$ cat src/rtl/rps_pkg.sv
// Shared definitions for the stone-paper-scissors blocks.
// Winner codes as produced by the round evaluator, and the match scorer state encoding.
// Pure definitions; no logic.
package rps_pkg;

  localparam logic [1:0] WIN_TIE     = 2'b00;
  localparam logic [1:0] WIN_P1      = 2'b01;
  localparam logic [1:0] WIN_P2      = 2'b10;
  localparam logic [1:0] WIN_INVALID = 2'b11;

  // 2'b11 is deliberately left unencoded; the scorer steers it back to S_IDLE.
  typedef enum logic [1:0] {
    S_IDLE = 2'b00,
    S_PLAY = 2'b01,
    S_DONE = 2'b10
  } state_t;

endpackage

$ cat src/rtl/rps_match_scorer_if.sv
// Bundle between the round evaluator (master) and the match scorer (slave).
// The master drives the round strobe and code; the slave returns the registered tallies.
// No backpressure: the slave accepts a result on every cycle.
interface rps_match_scorer_if #(
  parameter int SCORE_W = 4
);

  logic               new_match;
  logic               result_valid;
  logic [1:0]         winner;
  logic [SCORE_W-1:0] p1_score;
  logic [SCORE_W-1:0] p2_score;
  logic [7:0]         round_count;
  logic [3:0]         invalid_count;
  logic               match_over;
  logic [1:0]         match_winner;
  logic               score_event;
  logic [1:0]         state;

  modport master (
    output new_match, result_valid, winner,
    input  p1_score, p2_score, round_count, invalid_count,
           match_over, match_winner, score_event, state
  );

  modport slave (
    input  new_match, result_valid, winner,
    output p1_score, p2_score, round_count, invalid_count,
           match_over, match_winner, score_event, state
  );

endinterface

$ cat src/rtl/rps_sat_counter.sv
// Saturating up-counter with synchronous clear.
// Latency: count reflects clr/inc one cycle after the edge that samples them.
// No backpressure; once all ones, further increments are dropped.
module rps_sat_counter #(
  parameter int W = 8
) (
  input  logic         clk,
  input  logic         reset,
  input  logic         clr,
  input  logic         inc,
  output logic [W-1:0] count
);

  logic [W-1:0] count_q;

  // Clear has priority over increment; the counter holds at its maximum value.
  always_ff @(posedge clk) begin
    if (reset || clr) begin
      count_q <= '0;
    end else if (inc && !(&count_q)) begin
      count_q <= count_q + W'(1);
    end
  end

  assign count = count_q;

endmodule

$ cat src/rtl/rps_match_scorer.sv
// Match scorer: tallies round results and declares a first-to-WIN_TARGET winner.
// Latency: every output updates one cycle after the edge sampling result_valid/new_match.
// No backpressure. Optional tie-streak draw rule: define RPS_TIE_LIMIT_EN.
module rps_match_scorer
  import rps_pkg::*;
#(
  parameter int WIN_TARGET = 3,
  parameter int SCORE_W    = 4,
  parameter int TIE_LIMIT  = 5
) (
  input  logic               clk,
  input  logic               reset,
  rps_match_scorer_if.slave  bus
);

  localparam logic [SCORE_W-1:0] TARGET = SCORE_W'(WIN_TARGET);

  state_t             state_q;
  logic [SCORE_W-1:0] p1_q, p2_q;
  logic [SCORE_W-1:0] p1_d, p2_d;
  logic               match_over_q;
  logic [1:0]         match_winner_q;
  logic               score_event_q;
  logic [7:0]         round_cnt;
  logic [3:0]         invalid_cnt;
  logic               accept;

  // A result only counts in S_PLAY and loses to a simultaneous new_match.
  assign accept = bus.result_valid && !bus.new_match && (state_q == S_PLAY);
  assign p1_d   = p1_q + SCORE_W'(1);
  assign p2_d   = p2_q + SCORE_W'(1);

`ifdef RPS_TIE_LIMIT_EN
  localparam int TIE_W = $clog2(TIE_LIMIT + 1);
  logic [TIE_W-1:0] tie_q, tie_d;
  assign tie_d = tie_q + TIE_W'(1);
`else
  logic unused_tie_cfg;
  assign unused_tie_cfg = |TIE_LIMIT;
`endif

  rps_sat_counter #(.W(8)) u_round_cnt (
    .clk   (clk),
    .reset (reset),
    .clr   (bus.new_match),
    .inc   (accept && (bus.winner != WIN_INVALID)),
    .count (round_cnt)
  );

  rps_sat_counter #(.W(4)) u_invalid_cnt (
    .clk   (clk),
    .reset (reset),
    .clr   (bus.new_match),
    .inc   (accept && (bus.winner == WIN_INVALID)),
    .count (invalid_cnt)
  );

  // Match FSM with scores and registered status outputs.
  always_ff @(posedge clk) begin
    if (reset) begin
      state_q        <= S_IDLE;
      p1_q           <= '0;
      p2_q           <= '0;
      match_over_q   <= 1'b0;
      match_winner_q <= WIN_TIE;
      score_event_q  <= 1'b0;
`ifdef RPS_TIE_LIMIT_EN
      tie_q          <= '0;
`endif
    end else if (bus.new_match) begin
      state_q        <= S_PLAY;
      p1_q           <= '0;
      p2_q           <= '0;
      match_over_q   <= 1'b0;
      match_winner_q <= WIN_TIE;
      score_event_q  <= 1'b0;
`ifdef RPS_TIE_LIMIT_EN
      tie_q          <= '0;
`endif
    end else begin
      score_event_q <= 1'b0;
      case (state_q)
        S_IDLE, S_DONE: begin
          // Results are ignored and tallies are frozen until new_match.
        end
        S_PLAY: begin
          if (bus.result_valid) begin
            case (bus.winner)
              WIN_P1: begin
                p1_q          <= p1_d;
                score_event_q <= 1'b1;
`ifdef RPS_TIE_LIMIT_EN
                tie_q         <= '0;
`endif
                if (p1_d == TARGET) begin
                  state_q        <= S_DONE;
                  match_over_q   <= 1'b1;
                  match_winner_q <= WIN_P1;
                end
              end
              WIN_P2: begin
                p2_q          <= p2_d;
                score_event_q <= 1'b1;
`ifdef RPS_TIE_LIMIT_EN
                tie_q         <= '0;
`endif
                if (p2_d == TARGET) begin
                  state_q        <= S_DONE;
                  match_over_q   <= 1'b1;
                  match_winner_q <= WIN_P2;
                end
              end
              WIN_TIE: begin
                // A tie only moves the visible tallies while round_count can still count.
                score_event_q <= (round_cnt != 8'hFF);
`ifdef RPS_TIE_LIMIT_EN
                tie_q         <= tie_d;
                if (tie_d == TIE_W'(TIE_LIMIT)) begin
                  state_q        <= S_DONE;
                  match_over_q   <= 1'b1;
                  match_winner_q <= WIN_TIE;
                end
`endif
              end
              default: begin
                score_event_q <= (invalid_cnt != 4'hF);
              end
            endcase
          end
        end
        default: begin
          state_q        <= S_IDLE;
          match_over_q   <= 1'b0;
          match_winner_q <= WIN_TIE;
        end
      endcase
    end
  end

  assign bus.p1_score      = p1_q;
  assign bus.p2_score      = p2_q;
  assign bus.round_count   = round_cnt;
  assign bus.invalid_count = invalid_cnt;
  assign bus.match_over    = match_over_q;
  assign bus.match_winner  = match_winner_q;
  assign bus.score_event   = score_event_q;
  assign bus.state         = state_q;

endmodule

$ cat src/flat_wrapper.sv
// flat-port wrapper written by rule: the top's interface ports become plain ports
module rps_match_scorer_flat import rps_pkg::*;
#(
  parameter int WIN_TARGET = 3,
  parameter int SCORE_W    = 4,
  parameter int TIE_LIMIT  = 5
)
  (clk, reset, bus_new_match, bus_result_valid, bus_winner, bus_p1_score, bus_p2_score, bus_round_count, bus_invalid_count, bus_match_over, bus_match_winner, bus_score_event, bus_state);
  rps_match_scorer_if #(.SCORE_W(SCORE_W)) bus_i ();
  input  logic clk;
  input  logic reset;
  input wire logic [$bits(bus_i.new_match)-1:0] bus_new_match;
  input wire logic [$bits(bus_i.result_valid)-1:0] bus_result_valid;
  input wire logic [$bits(bus_i.winner)-1:0] bus_winner;
  output wire logic [$bits(bus_i.p1_score)-1:0] bus_p1_score;
  output wire logic [$bits(bus_i.p2_score)-1:0] bus_p2_score;
  output wire logic [$bits(bus_i.round_count)-1:0] bus_round_count;
  output wire logic [$bits(bus_i.invalid_count)-1:0] bus_invalid_count;
  output wire logic [$bits(bus_i.match_over)-1:0] bus_match_over;
  output wire logic [$bits(bus_i.match_winner)-1:0] bus_match_winner;
  output wire logic [$bits(bus_i.score_event)-1:0] bus_score_event;
  output wire logic [$bits(bus_i.state)-1:0] bus_state;
  assign bus_i.new_match = bus_new_match;
  assign bus_i.result_valid = bus_result_valid;
  assign bus_i.winner = bus_winner;
  assign bus_p1_score = bus_i.p1_score;
  assign bus_p2_score = bus_i.p2_score;
  assign bus_round_count = bus_i.round_count;
  assign bus_invalid_count = bus_i.invalid_count;
  assign bus_match_over = bus_i.match_over;
  assign bus_match_winner = bus_i.match_winner;
  assign bus_score_event = bus_i.score_event;
  assign bus_state = bus_i.state;
  rps_match_scorer #(.WIN_TARGET(WIN_TARGET), .SCORE_W(SCORE_W), .TIE_LIMIT(TIE_LIMIT)) u_core (.clk(clk), .reset(reset), .bus(bus_i));
endmodule
$ cat config.mk
export PLATFORM = sky130hd
export DESIGN_NAME = rps_match_scorer_flat
export DESIGN_NICKNAME = d
export VERILOG_FILES = /design/src/rtl/rps_pkg.sv /design/src/rtl/rps_match_scorer_if.sv /design/src/rtl/rps_sat_counter.sv /design/src/rtl/rps_match_scorer.sv /design/src/flat_wrapper.sv
export SDC_FILE = /design/constraint.sdc
export NUM_CORES = 1
export LEC_CHECK = 0
export ABC_CLOCK_PERIOD_IN_PS = 1700
export CAP_MARGIN = 40
export CELL_PAD_IN_SITES_DETAIL_PLACEMENT = 1
export CELL_PAD_IN_SITES_GLOBAL_PLACEMENT = 2
export CORE_MARGIN = 3
export CORE_UTILIZATION = 29
export CTS_CLUSTER_DIAMETER = 150
export DETAILED_ROUTE_END_ITERATION = 7
export PLACE_DENSITY_LB_ADDON = 0.25
export SETUP_SLACK_MARGIN = 0.1
export SYNTH_ARGS = -nofsm -noshare
export SYNTH_HDL_FRONTEND = slang
export SYNTH_SLANG_ARGS = --single-unit
$ cat constraint.sdc
create_clock -name clk -period 1.7 [get_ports clk]
set_input_delay 0.17 -clock clk [delete_from_list [all_inputs] [get_ports clk]]
set_output_delay 0.17 -clock clk [all_outputs]
set_load 0.05 [all_outputs]
==> impl_metrics.csv, run 1 <==
group,metric,value,unit
run_status,outcome,"finished, final reports clean",
placement,portBuffers,31,
sta,fin_crit,1.61,ns
detailed_routing,route.detailed.drc,0,
detailed_routing,dr_total_vias,1454,
synthesis,synth_top_area_share,34.6,%
sta,drv_slew,0,
run,maxCapViolCount,0,
clocking,cts_tree,"done",
sta,setup_viol,0,
layout,nNetsFinal,239,
grt,antenna_found_initial,0,
synthesis,syn-cell-area,1450,µm²
sta,clock.fmax,622,MHz
clocking,numCtsBuffers,3,
setup_path,crit_arrival,1.78,ns
synthesis,ys_ff_latch,25,
synthesis,yosysMostFrequentCell,"dfxtp_1",
clocking,path_clk_slew,0.10,ns
layout,fin_cells,289,
setup_path,critPathRequiredTime,1.88,ns
power,combPwrFrac,14.8,%
sta,worst_pin_slew,0.496,ns
placement,place_inst,281,
setup_path,slowest_stage,"dfxtp_4",
synthesis,yosys.area.top_type,"dfxtp_1",
setup_path,slowest_delay,0.37,ns
power,vdd_drop_max,265,µV
setup_path,path_class,"reg2reg",
synthesis,synthTopCellsByArea,"dfxtp_1, ha_1, nor2_1",
setup_path,crit_fanout,3,
floorplan,rows,25,
power,p_switching,311,µW
floorplan,die_height,76.6,µm
synthesis,yosysWarnings,0,
setup_path,crit_chain,"inv_1 > ha_2 > inv_2 > o41ai_4 > buf_4 > o21ai_2 > o32ai_2",
synthesis,ys_seq_area_share,34.6,%
setup_path,critPathTopFamily,"compound AO/OA/AOI/OAI gates",
placement,dpl.hpwl,3.50,mm
clocking,cts_buffer_depth,2,
placement,routabilityCongestion,0.814,
synthesis,synthCells,167,
detailed_routing,first_pass_iters,4,
grt,grt_pass1_wl,7.59,mm
power,swShare,27.3,%
layout,num_antenna_cells,0,
sta,hold_violations,0,
layout,syn2layout_area_growth,44.8,%
power,power_frac_seq,52.1,%
sta,fin_worst_skew,0.00527,ns
power,p_int,830,µW
clocking,clk_root_buffer_cell,"clkbuf_8",
detailed_routing,vias_per_cell,5.03,
synthesis,synth.avg_cell_area,8.65,µm²
floorplan,core,4750,µm²
clocking,clock-sinks,25,
detailed_routing,wl_per_cell,15.8,µm
floorplan,die_area,5870,µm²
synthesis,synth_commonest_cells,"dfxtp_1, nor2_1, nand2_1",
grt,grt_max_degree,16,
synthesis,synth_edf_count,0,
clocking,clock_latency,0.27,ns
layout,final_util,44.0,%
detailed_routing,drt-total-wl,4.57,mm
setup_path,path_buf_inv,3,
sta,slew_headroom,67.1,%
synthesis,ys_types,48,
setup_path,endpoint_kind,"flop",
detailed_routing,drt_iter0_markers,36,
grt,first_global_vias,1553,
clocking,htreeDepth,1,
grt,overflow,0,
detailed_routing,final_antenna_net_count,0,
floorplan,ios,32,
synthesis,synth_nets,183,
layout,final_area,2090,µm²
floorplan,start_util,30.4,%
worst_hold_path,hold_path_class,"reg2reg",
power,pwr-share-clk,33.1,%
synthesis,synthArstFlopShare,0,%
layout,layout-drive-gt1-share,37.4,%
power,powerDensity,546,nW/µm²
setup_path,startpoint_type,"flop",
power,power.leakage,0.000849,µW
placement,place_area,1950,µm²
sta,min_period_over_period,94.5,%
grt,grtUsageTotal,15.6,%
sta,rsz0062_at_grt,"true",
synthesis,synth_flop_cell,"dfxtp_1",
floorplan,die_x,76.6,µm
-- path summary, 6_finish.rpt --
check	startpoint	to	slack, ns	depth (start not counted)
worst max register to register	u_core.bus.p1_score[0]	u_core.bus.match_winner[1]	0.09	7
worst max-delay path	u_core.bus.p1_score[0]	u_core.bus.match_winner[1]	0.09	7
worst min register to register	u_core.u_round_cnt.count[0]	u_core.u_round_cnt.count[0]	0.51	2
worst min-delay path	u_core.u_round_cnt.count[0]	u_core.u_round_cnt.count[0]	0.51	2
-- logic make-up (layout without fill, tap and decap cells) --
kind of cell	count (synthesis)	after routing	share of synthesized area, %
AO/OA/AOI/OAI	34	34	17.3
XOR/XNOR	9	9	5.45
adder cells (fa/ha/maj)	10	10	8.66
buffers and inverters	13	68	3.98
flip-flops	25	25	34.6
multiplexers	2	2	1.39
AND/OR/NAND/NOR	74	74	28.6
-- timing repair --
action / 4_1_cts / 5_1_grt
hold endpoints to repair: 0 / 0
hold buffers: 0 / 0
gates resized for setup: 5 / 15
pin swaps: 3 / 5
setup buffers: 2 / 2
setup endpoints to repair: 7 / 19
-- through the flow --
step	setup TNS, ns	worst slack (ns)	total power, µW	hold WS [ns]
finish	0	0.0927	1140	0.507
floorplan	0	0.0568	691	0.316
global route	0	0.00179	1210	0.546
detailed placement	-2.05	-0.174	767	0.477
CTS	0	0.0782	1150	0.492
global placement	-1.22	-0.112	762	0.469
-- power groups by stage --
stage               clock, µW  combinational (µW)  sequential (µW)
floorplan                   0                68.6              623
global placement            0                 153              608
detailed placement          0                 158              609
CTS                       391                 164              595
global route              431                 183              596
finish                    378                 170              594
-- layer usage --
layer / part of all wire (%) / GRT usage, % / up-vias
li1: - / - / 722
met1: 46 / 19.3 / 702
met2: 50 / 27.9 / 26
met3: 3.1 / 2.84 / 4
met4: 1.0 / 3.62 / 0
met5: 0 / 0 / -
-- tightest hold or removal path, stage by stage, from the launching register on --
cell and delay (ns):
dfxtp_2 0.35, o21ai_0 0.07, a21oi_1 0.06
-- final cells by class --
cell class,instances,area [µm²]
multi-input combinational,129,956
clock buffer,3,41.3
tap,67,83.8
inverter,7,26.3
clock inverter,1,6.26
timing repair buffer,57,457
fill,584,2660
sequential,25,522
-- registers in the layout (all words and copies together), names as in the netlist --
signal	flops
u_core.u_round_cnt.count	8
u_core.u_invalid_cnt.count	4
u_core.bus.match_winner	2
u_core.bus.p2_score	4
u_core.bus.state	1
u_core.bus.match_over	1
u_core.bus.score_event	1
u_core.bus.p1_score	4
-- placed cells by master (no fill, tap or decap), types with 4 or more instances in the layout --
master           count
clkdlybuf4s50_1      5
a21oi_1              6
ha_1                 4
a211oi_1             4
ha_2                 4
xor2_1               7
inv_1                6
and3_1               4
dfxtp_2              8
nor2_1              21
nand2_1             11
buf_4               48
nand3_1             10
nand4_1              6
dfxtp_1             14
Note: power is estimated with default switching activity, not from simulation.
==> inputs of run 2 (changes only) <==
--- a/config.mk
+++ b/config.mk
@@ -5,12 +5,13 @@
 export SDC_FILE = /design/constraint.sdc
 export NUM_CORES = 1
 export LEC_CHECK = 0
+export ABC_AREA = 1
 export ABC_CLOCK_PERIOD_IN_PS = 1700
 export CAP_MARGIN = 40
 export CELL_PAD_IN_SITES_DETAIL_PLACEMENT = 1
 export CELL_PAD_IN_SITES_GLOBAL_PLACEMENT = 2
 export CORE_MARGIN = 3
-export CORE_UTILIZATION = 29
+export CORE_UTILIZATION = 27
 export CTS_CLUSTER_DIAMETER = 150
 export DETAILED_ROUTE_END_ITERATION = 7
 export PLACE_DENSITY_LB_ADDON = 0.25
==> run 2 against run 1 <==
Global-route usage down 3.5 points; critical endpoint is now u_core.u_round_cnt.count[7]; cell count rose by 8.0%; first-iteration DRC count decreased by 61%; sequential share of layout area increased by 2.3 points.
==> impl_metrics.csv, run 2 <==
group,metric,value,unit
detailed_routing,final_antenna_net_count,0,
clocking,clk_root_buffer_cell,"clkbuf_8",
sta,holdWs,0.472,ns
power,vdd_drop_max,288,µV
setup_path,crit_arrival,1.71,ns
floorplan,rows,25,
power,power.leakage,0.000883,µW
clocking,cts_buffer_depth,2,
setup_path,reg2regPathDepth,8,
clocking,clock_latency,0.28,ns
clocking,path_clk_slew,0.10,ns
clocking,numCtsBuffers,3,
layout,mostFrequentLayoutCells,"nand2_1, inv_1, buf_4",
floorplan,die_height,78.4,µm
floorplan,die_x,78.4,µm
detailed_routing,vias_per_cell,4.31,
grt,grt_pass1_wl,6.08,mm
synthesis,synth_commonest_cells,"nand2_1, inv_1, dfxtp_1",
synthesis,ys_seq_area_share,35.4,%
setup_path,crit_chain,"ha_2 > nand2_1 > nor2_1 > nand4_1 > nand3_2 > buf_4 > nand2_1 > a21oi_1",
synthesis,ys_ff_latch,25,
synthesis,yosysMostFrequentCell,"nand2_1",
setup_path,critPathTopFamily,"simple AND/OR/NAND/NOR gates",
synthesis,yosysWarnings,0,
sta,fin_crit,1.49,ns
layout,fill_cells,639,
layout,nNetsFinal,262,
sta,clock.fmax,670,MHz
sta,worst_pin_slew,0.500,ns
synthesis,synth_top_area_share,35.4,%
setup_path,path_buf_inv,1,
layout,final_util,38.6,%
clocking,htreeDepth,1,
layout,multi_input_area,754,µm²
setup_path,cp.depth,8,
grt,antenna_found_initial,0,
detailed_routing,first_pass_iters,3,
detailed_routing,drt-total-wl,3.47,mm
floorplan,core,4880,µm²
run,maxCapViolCount,0,
grt,grtUsageTotal,12.1,%
synthesis,synth_flop_cell,"dfxtp_1",
grt,first_global_vias,1341,
worst_hold_path,min_path_cells,4,
layout,syn2layout_area_growth,33.3,%
detailed_routing,dr_total_vias,1345,
detailed_routing,route.detailed.drc,0,
layout,mostFrequentLayoutCell,"nand2_1",
layout,layout-drive-gt1-share,20.4,%
setup_path,slowest_stage,"dfxtp_2",
sta,slew_headroom,66.6,%
placement,dpl.hpwl,2.81,mm
floorplan,die_area,6140,µm²
layout,regArea,513,µm²
sta,fin_worst_skew,0.00869,ns
synthesis,synth_edf_count,0,
detailed_routing,wl_per_cell,11.1,µm
power,fin_total_pwr,1140,µW
synthesis,synthArstFlopShare,0,%
placement,portBuffers,31,
setup_path,critPathRequiredTime,1.92,ns
sta,setup_viol,0,
grt,overflow,0,
worst_hold_path,hold_path_class,"in2reg",
setup_path,endpoint_kind,"flop",
layout,fin_cells,312,
setup_path,path_class,"reg2reg",
floorplan,ios,32,
detailed_routing,drt_iter0_markers,14,
run_status,outcome,"finished, final reports clean",
sta,drv_slew,0,
placement,place_inst,308,
sta,rsz0062_at_grt,"true",
layout,largest_reg_flops,8,
synthesis,synth_nets,219,
synthesis,synthCells,203,
synthesis,synth.avg_cell_area,6.96,µm²
synthesis,syn-cell-area,1410,µm²
clocking,cts_tree,"done",
layout,num_antenna_cells,0,
floorplan,start_util,29.0,%
synthesis,ys_types,23,
power,powerDensity,605,nW/µm²
clocking,clock-sinks,25,
grt,grt_max_degree,16,
setup_path,slowest_delay,0.38,ns
placement,routabilityCongestion,0.731,
setup_path,path_common_cell,"nand2_1",
synthesis,synthTopCellsByArea,"dfxtp_1, nand2_1, inv_1",
setup_path,crit_fanout,5,
sta,hold_violations,0,
setup_path,startpoint_type,"flop",
sta,min_period_over_period,87.9,%
synthesis,yosys.area.top_type,"dfxtp_1",
==> run 2: changes by cell type after synthesis, moves of 3 or more <==
cell | previous run | this run
inv_1 | 7 | 36
o211ai_1 | 3 | 0
o21ai_0 | 3 | 12
or3_1 | 3 | 0
nand2_1 | 11 | 44
and3_1 | 4 | 0
nor3_1 | 1 | 4
xor2_1 | 7 | 3
a21oi_1 | 7 | 18
a211oi_1 | 4 | 0
==> run 2: cell families (layout without fill, tap and decap cells) <==
logic type / Yosys count / in the layout / synth area share, %
AOI/OAI and AO/OA: 35 / 35 / 13.3
xor gates and xnor gates: 4 / 4 / 2.48
adders and majority gates: 10 / 10 / 8.85
buffers and inverters: 40 / 82 / 11.9
DFF: 25 / 25 / 35.4
and+or+nand+nor: 89 / 89 / 28.1
==> run 2: power breakdown <==
part / switching, µW / leakage [µW] / internal [µW]
Clock: 216 / 0.0000217 / 167
Sequential: 7.60 / 0.000206 / 590
Combinational: 97.9 / 0.000656 / 61.1
==> run 2: layer usage <==
| metal | track usage (%) | up-vias | wire length [µm] |
|---|---|---|---|
| li1 | - | 724 | - |
| met1 | 15.2 | 594 | 1710 |
| met2 | 20.4 | 23 | 1560 |
| met3 | 3.67 | 4 | 173 |
| met4 | 2.62 | 0 | 27 |
| met5 | 0 | - | 0 |
==> run 2: final cells by class <==
class                   instances  share of cell area, %
clock buffers                   3                   2.19
well taps                      67                   4.45
multi-input cells             138                   40.0
repair buffers                 41                   18.3
inverters                      37                   7.37
clock inverters                 1                  0.398
flip-flops and latches         25                   27.2
==> run 2: final timing paths <==
check	slack [ns]	start	end
setup / recovery	0.21	u_core.u_round_cnt.count[0]	u_core.u_round_cnt.count[7]
hold / removal	0.47	reset	u_core.bus.state[0]
setup reg to reg	0.21	u_core.u_round_cnt.count[0]	u_core.u_round_cnt.count[7]
hold reg to reg	0.49	u_core.bus.match_winner[1]	u_core.bus.match_winner[1]
==> run 2: repair_timing <==
action	CTS	global route
gates cloned	0	0
pin swaps	0	1
buffers inserted	0	0
gates resized for setup	6	7
hold buffers	0	0
setup endpoints to repair	6	6
==> run 2: metrics by stage <==
| step | setup TNS (ns) | cell area, µm² | setup slack, ns |
|---|---|---|---|
| 2_1_floorplan | 0 | 1420 | 0.129 |
| 3_3_place_gp | -0.0229 | 1830 | -0.0121 |
| 3_5_place_dp | -0.225 | 1830 | -0.0769 |
| 4_1_cts | 0 | 1870 | 0.107 |
| 5_1_grt | 0 | 1880 | 0.0911 |
| 6_report | 0 | 1880 | 0.206 |
==> run 2: worst reg2reg max path, delay by kind of cell, from the launching register on <==
family,cells,cell delay [ns]
AOI/OAI and AO/OA,1,0.13
adders and majority gates,1,0.21
buffers and inverters,1,0.15
DFF,1,0.38
and+or+nand+nor,5,0.58
==> inputs of run 3 (changes only) <==
--- a/config.mk
+++ b/config.mk
@@ -15,7 +15,7 @@
 export CTS_CLUSTER_DIAMETER = 150
 export DETAILED_ROUTE_END_ITERATION = 7
 export PLACE_DENSITY_LB_ADDON = 0.25
-export SETUP_SLACK_MARGIN = 0.1
+export SETUP_SLACK_MARGIN = 0.3
 export SYNTH_ARGS = -nofsm -noshare
 export SYNTH_HDL_FRONTEND = slang
 export SYNTH_SLANG_ARGS = --single-unit
==> run 3 against run 2 <==
Core utilization increased by 5.1 points; clock-buffer cell count unchanged; worst hold slack improved by 0.010 ns.
==> impl_metrics.csv, run 3 (synthesis results as in run 2) <==
group,metric,value,unit
run_status,outcome,"finished, final reports clean",
worst_hold_path,min_path_cells,2,
setup_path,slowest_delay,0.38,ns
setup_path,path_buf_inv,3,
setup_path,reg2reg_from,"u_core.bus.p1_score[1]",
grt,grt_max_degree,16,
sta,fin_crit,1.37,ns
setup_path,cp.depth,10,
detailed_routing,first_pass_iters,4,
setup_path,crit_arrival,1.59,ns
clocking,clock_latency,0.27,ns
placement,place_inst,306,
layout,syn2layout_area_growth,50.8,%
worst_hold_path,hold_path_class,"reg2reg",
clocking,htreeDepth,1,
placement,portBuffers,31,
setup_path,r2r-end,"u_core.bus.match_winner[1]",
grt,overflow,0,
power,p_switching,327,µW
setup_path,crit_chain,"buf_6 > ha_4 > inv_1 > nor2_4 > nand2_2 > nand3_4 > buf_6 > nand3_1 > nand2_1 > nor2_1",
setup_path,startpoint_type,"flop",
sta,fin_ws,0.329,ns
power,pwr-share-clk,32.8,%
floorplan,core,4880,µm²
sta,min_period_over_period,80.6,%
sta,setup_viol,0,
power,swShare,28.5,%
sta,fin_worst_skew,0.00380,ns
floorplan,rows,25,
power,p_int,819,µW
detailed_routing,drt-total-wl,3.79,mm
layout,num_antenna_cells,0,
detailed_routing,vias_per_cell,4.54,
placement,routabilityCongestion,0.735,
layout,mostFrequentLayoutCell,"nand2_1",
sta,holdWs,0.482,ns
layout,nNetsFinal,271,
detailed_routing,final_antenna_net_count,0,
clocking,numCtsBuffers,3,
layout,final_util,43.7,%
detailed_routing,route.detailed.drc,0,
floorplan,start_util,29.0,%
detailed_routing,dr_total_vias,1457,
layout,layout-drive-gt1-share,34.6,%
grt,grtUsageTotal,13.2,%
detailed_routing,drt_iter0_markers,19,
clocking,hold_buffers,0,
layout,largest_reg_flops,8,
sta,slew_headroom,66.9,%
grt,antenna_found_initial,0,
placement,dp_slack,-0.0683,ns
run,maxCapViolCount,0,
floorplan,die_x,78.4,µm
setup_path,path_common_cell,"buf_6",
setup_path,critPathRequiredTime,1.92,ns
power,power.leakage,0.000947,µW
grt,first_global_vias,1450,
setup_path,endpoint_kind,"flop",
grt,grt_pass1_wl,6.61,mm
detailed_routing,wl_per_cell,11.8,µm
clocking,clk_root_buffer_cell,"clkbuf_8",
sta,drv_slew,0,
sta,clock.fmax,729,MHz
floorplan,die_area,6140,µm²
setup_path,slowest_stage,"dfxtp_4",
grt,grt_use_met3,2.52,%
setup_path,crit_fanout,4,
setup_path,path_class,"reg2reg",
power,power_frac_seq,51.8,%
grt,busiest_layer,"met2",
floorplan,die_height,78.4,µm
worst_hold_path,worstHoldStart,"u_core.bus.match_winner[0]",
worst_hold_path,hold_end,"u_core.bus.match_winner[0]",
layout,mostFrequentLayoutCells,"nand2_1, inv_1, buf_4",
sta,hold_violations,0,
power,powerDensity,538,nW/µm²
power,combPwrFrac,15.4,%
setup_path,critPathTopFamily,"simple AND/OR/NAND/NOR gates",
clocking,cts_buffer_depth,2,
clocking,cts_tree,"done",
clocking,path_clk_slew,0.10,ns
grt,use_met1,16.2,%
sta,rsz0062_at_grt,"true",
setup_path,crit_start,"u_core.bus.p1_score[1]",
floorplan,ios,32,
grt,grtUsageMet2,23.5,%
power,vdd_drop_max,320,µV
sta,worst_pin_slew,0.499,ns
setup_path,reg2regPathDepth,10,
layout,fin_cells,321,
setup_path,r2r_setup_slack,0.33,ns
placement,dpl.hpwl,2.86,mm
clocking,clock-sinks,25,
## run 3: per-layer routing
metal  vias to the layer above  share of wire (%)
li1                        742                  -
met1                       685                 45
met2                        26                 50
met3                         4                3.8
met4                         0                1.0
met5                         -                  0
## run 3: worst max-delay path by stage
stage,to,slack (ns)
2_1_floorplan,u_core.bus.match_winner[0],0.30
3_3_place_gp,u_core.bus.match_winner[0],-0.001
3_5_place_dp,u_core.bus.match_winner[0],-0.07
4_1_cts,u_core.u_round_cnt.count[4],0.28
5_1_grt,u_core.bus.match_winner[1],0.20
6_report,u_core.bus.match_winner[1],0.33
## run 3: power by group through the flow
| stage | clock [µW] | sequential, µW | combinational [µW] |
|---|---|---|---|
| after global placement | 0 | 607 | 161 |
| after global routing | 425 | 595 | 197 |
| after detailed placement | 0 | 607 | 162 |
| after CTS | 401 | 593 | 165 |
| final | 376 | 593 | 177 |
| after floorplan | 0 | 632 | 75.3 |
## run 3: per-stage QoR
step	instance area, µm²	total power, µW	setup TNS [ns]
CTS	2020	1160	0
floorplan	1460	707	0
global placement	1870	768	-0.00125
finish	2130	1150	0
global route	2130	1220	0
detailed placement	1870	769	-0.169
## run 3: worst reg2reg max path: cells and delay by family (launching register included)
family	cells	cell delay, ns
and+or+nand+nor	6	0.46
adders and majority gates	1	0.14
DFF	1	0.38
buffers and inverters	3	0.35
## run 3: final cells by class
cell class	instances	area, µm²
timing repair buffer	50	434
fill	638	2750
clock buffer	3	41.3
tap	67	83.8
clock inverter	1	6.26
multi-input combinational	138	891
sequential	25	537
inverter	37	139
## run 3: what timing repair did
action,in CTS,in global routing
endpoints found under the setup margin,30,20
gates resized for setup,36,35
setup buffers,10,1
pin swaps,12,19
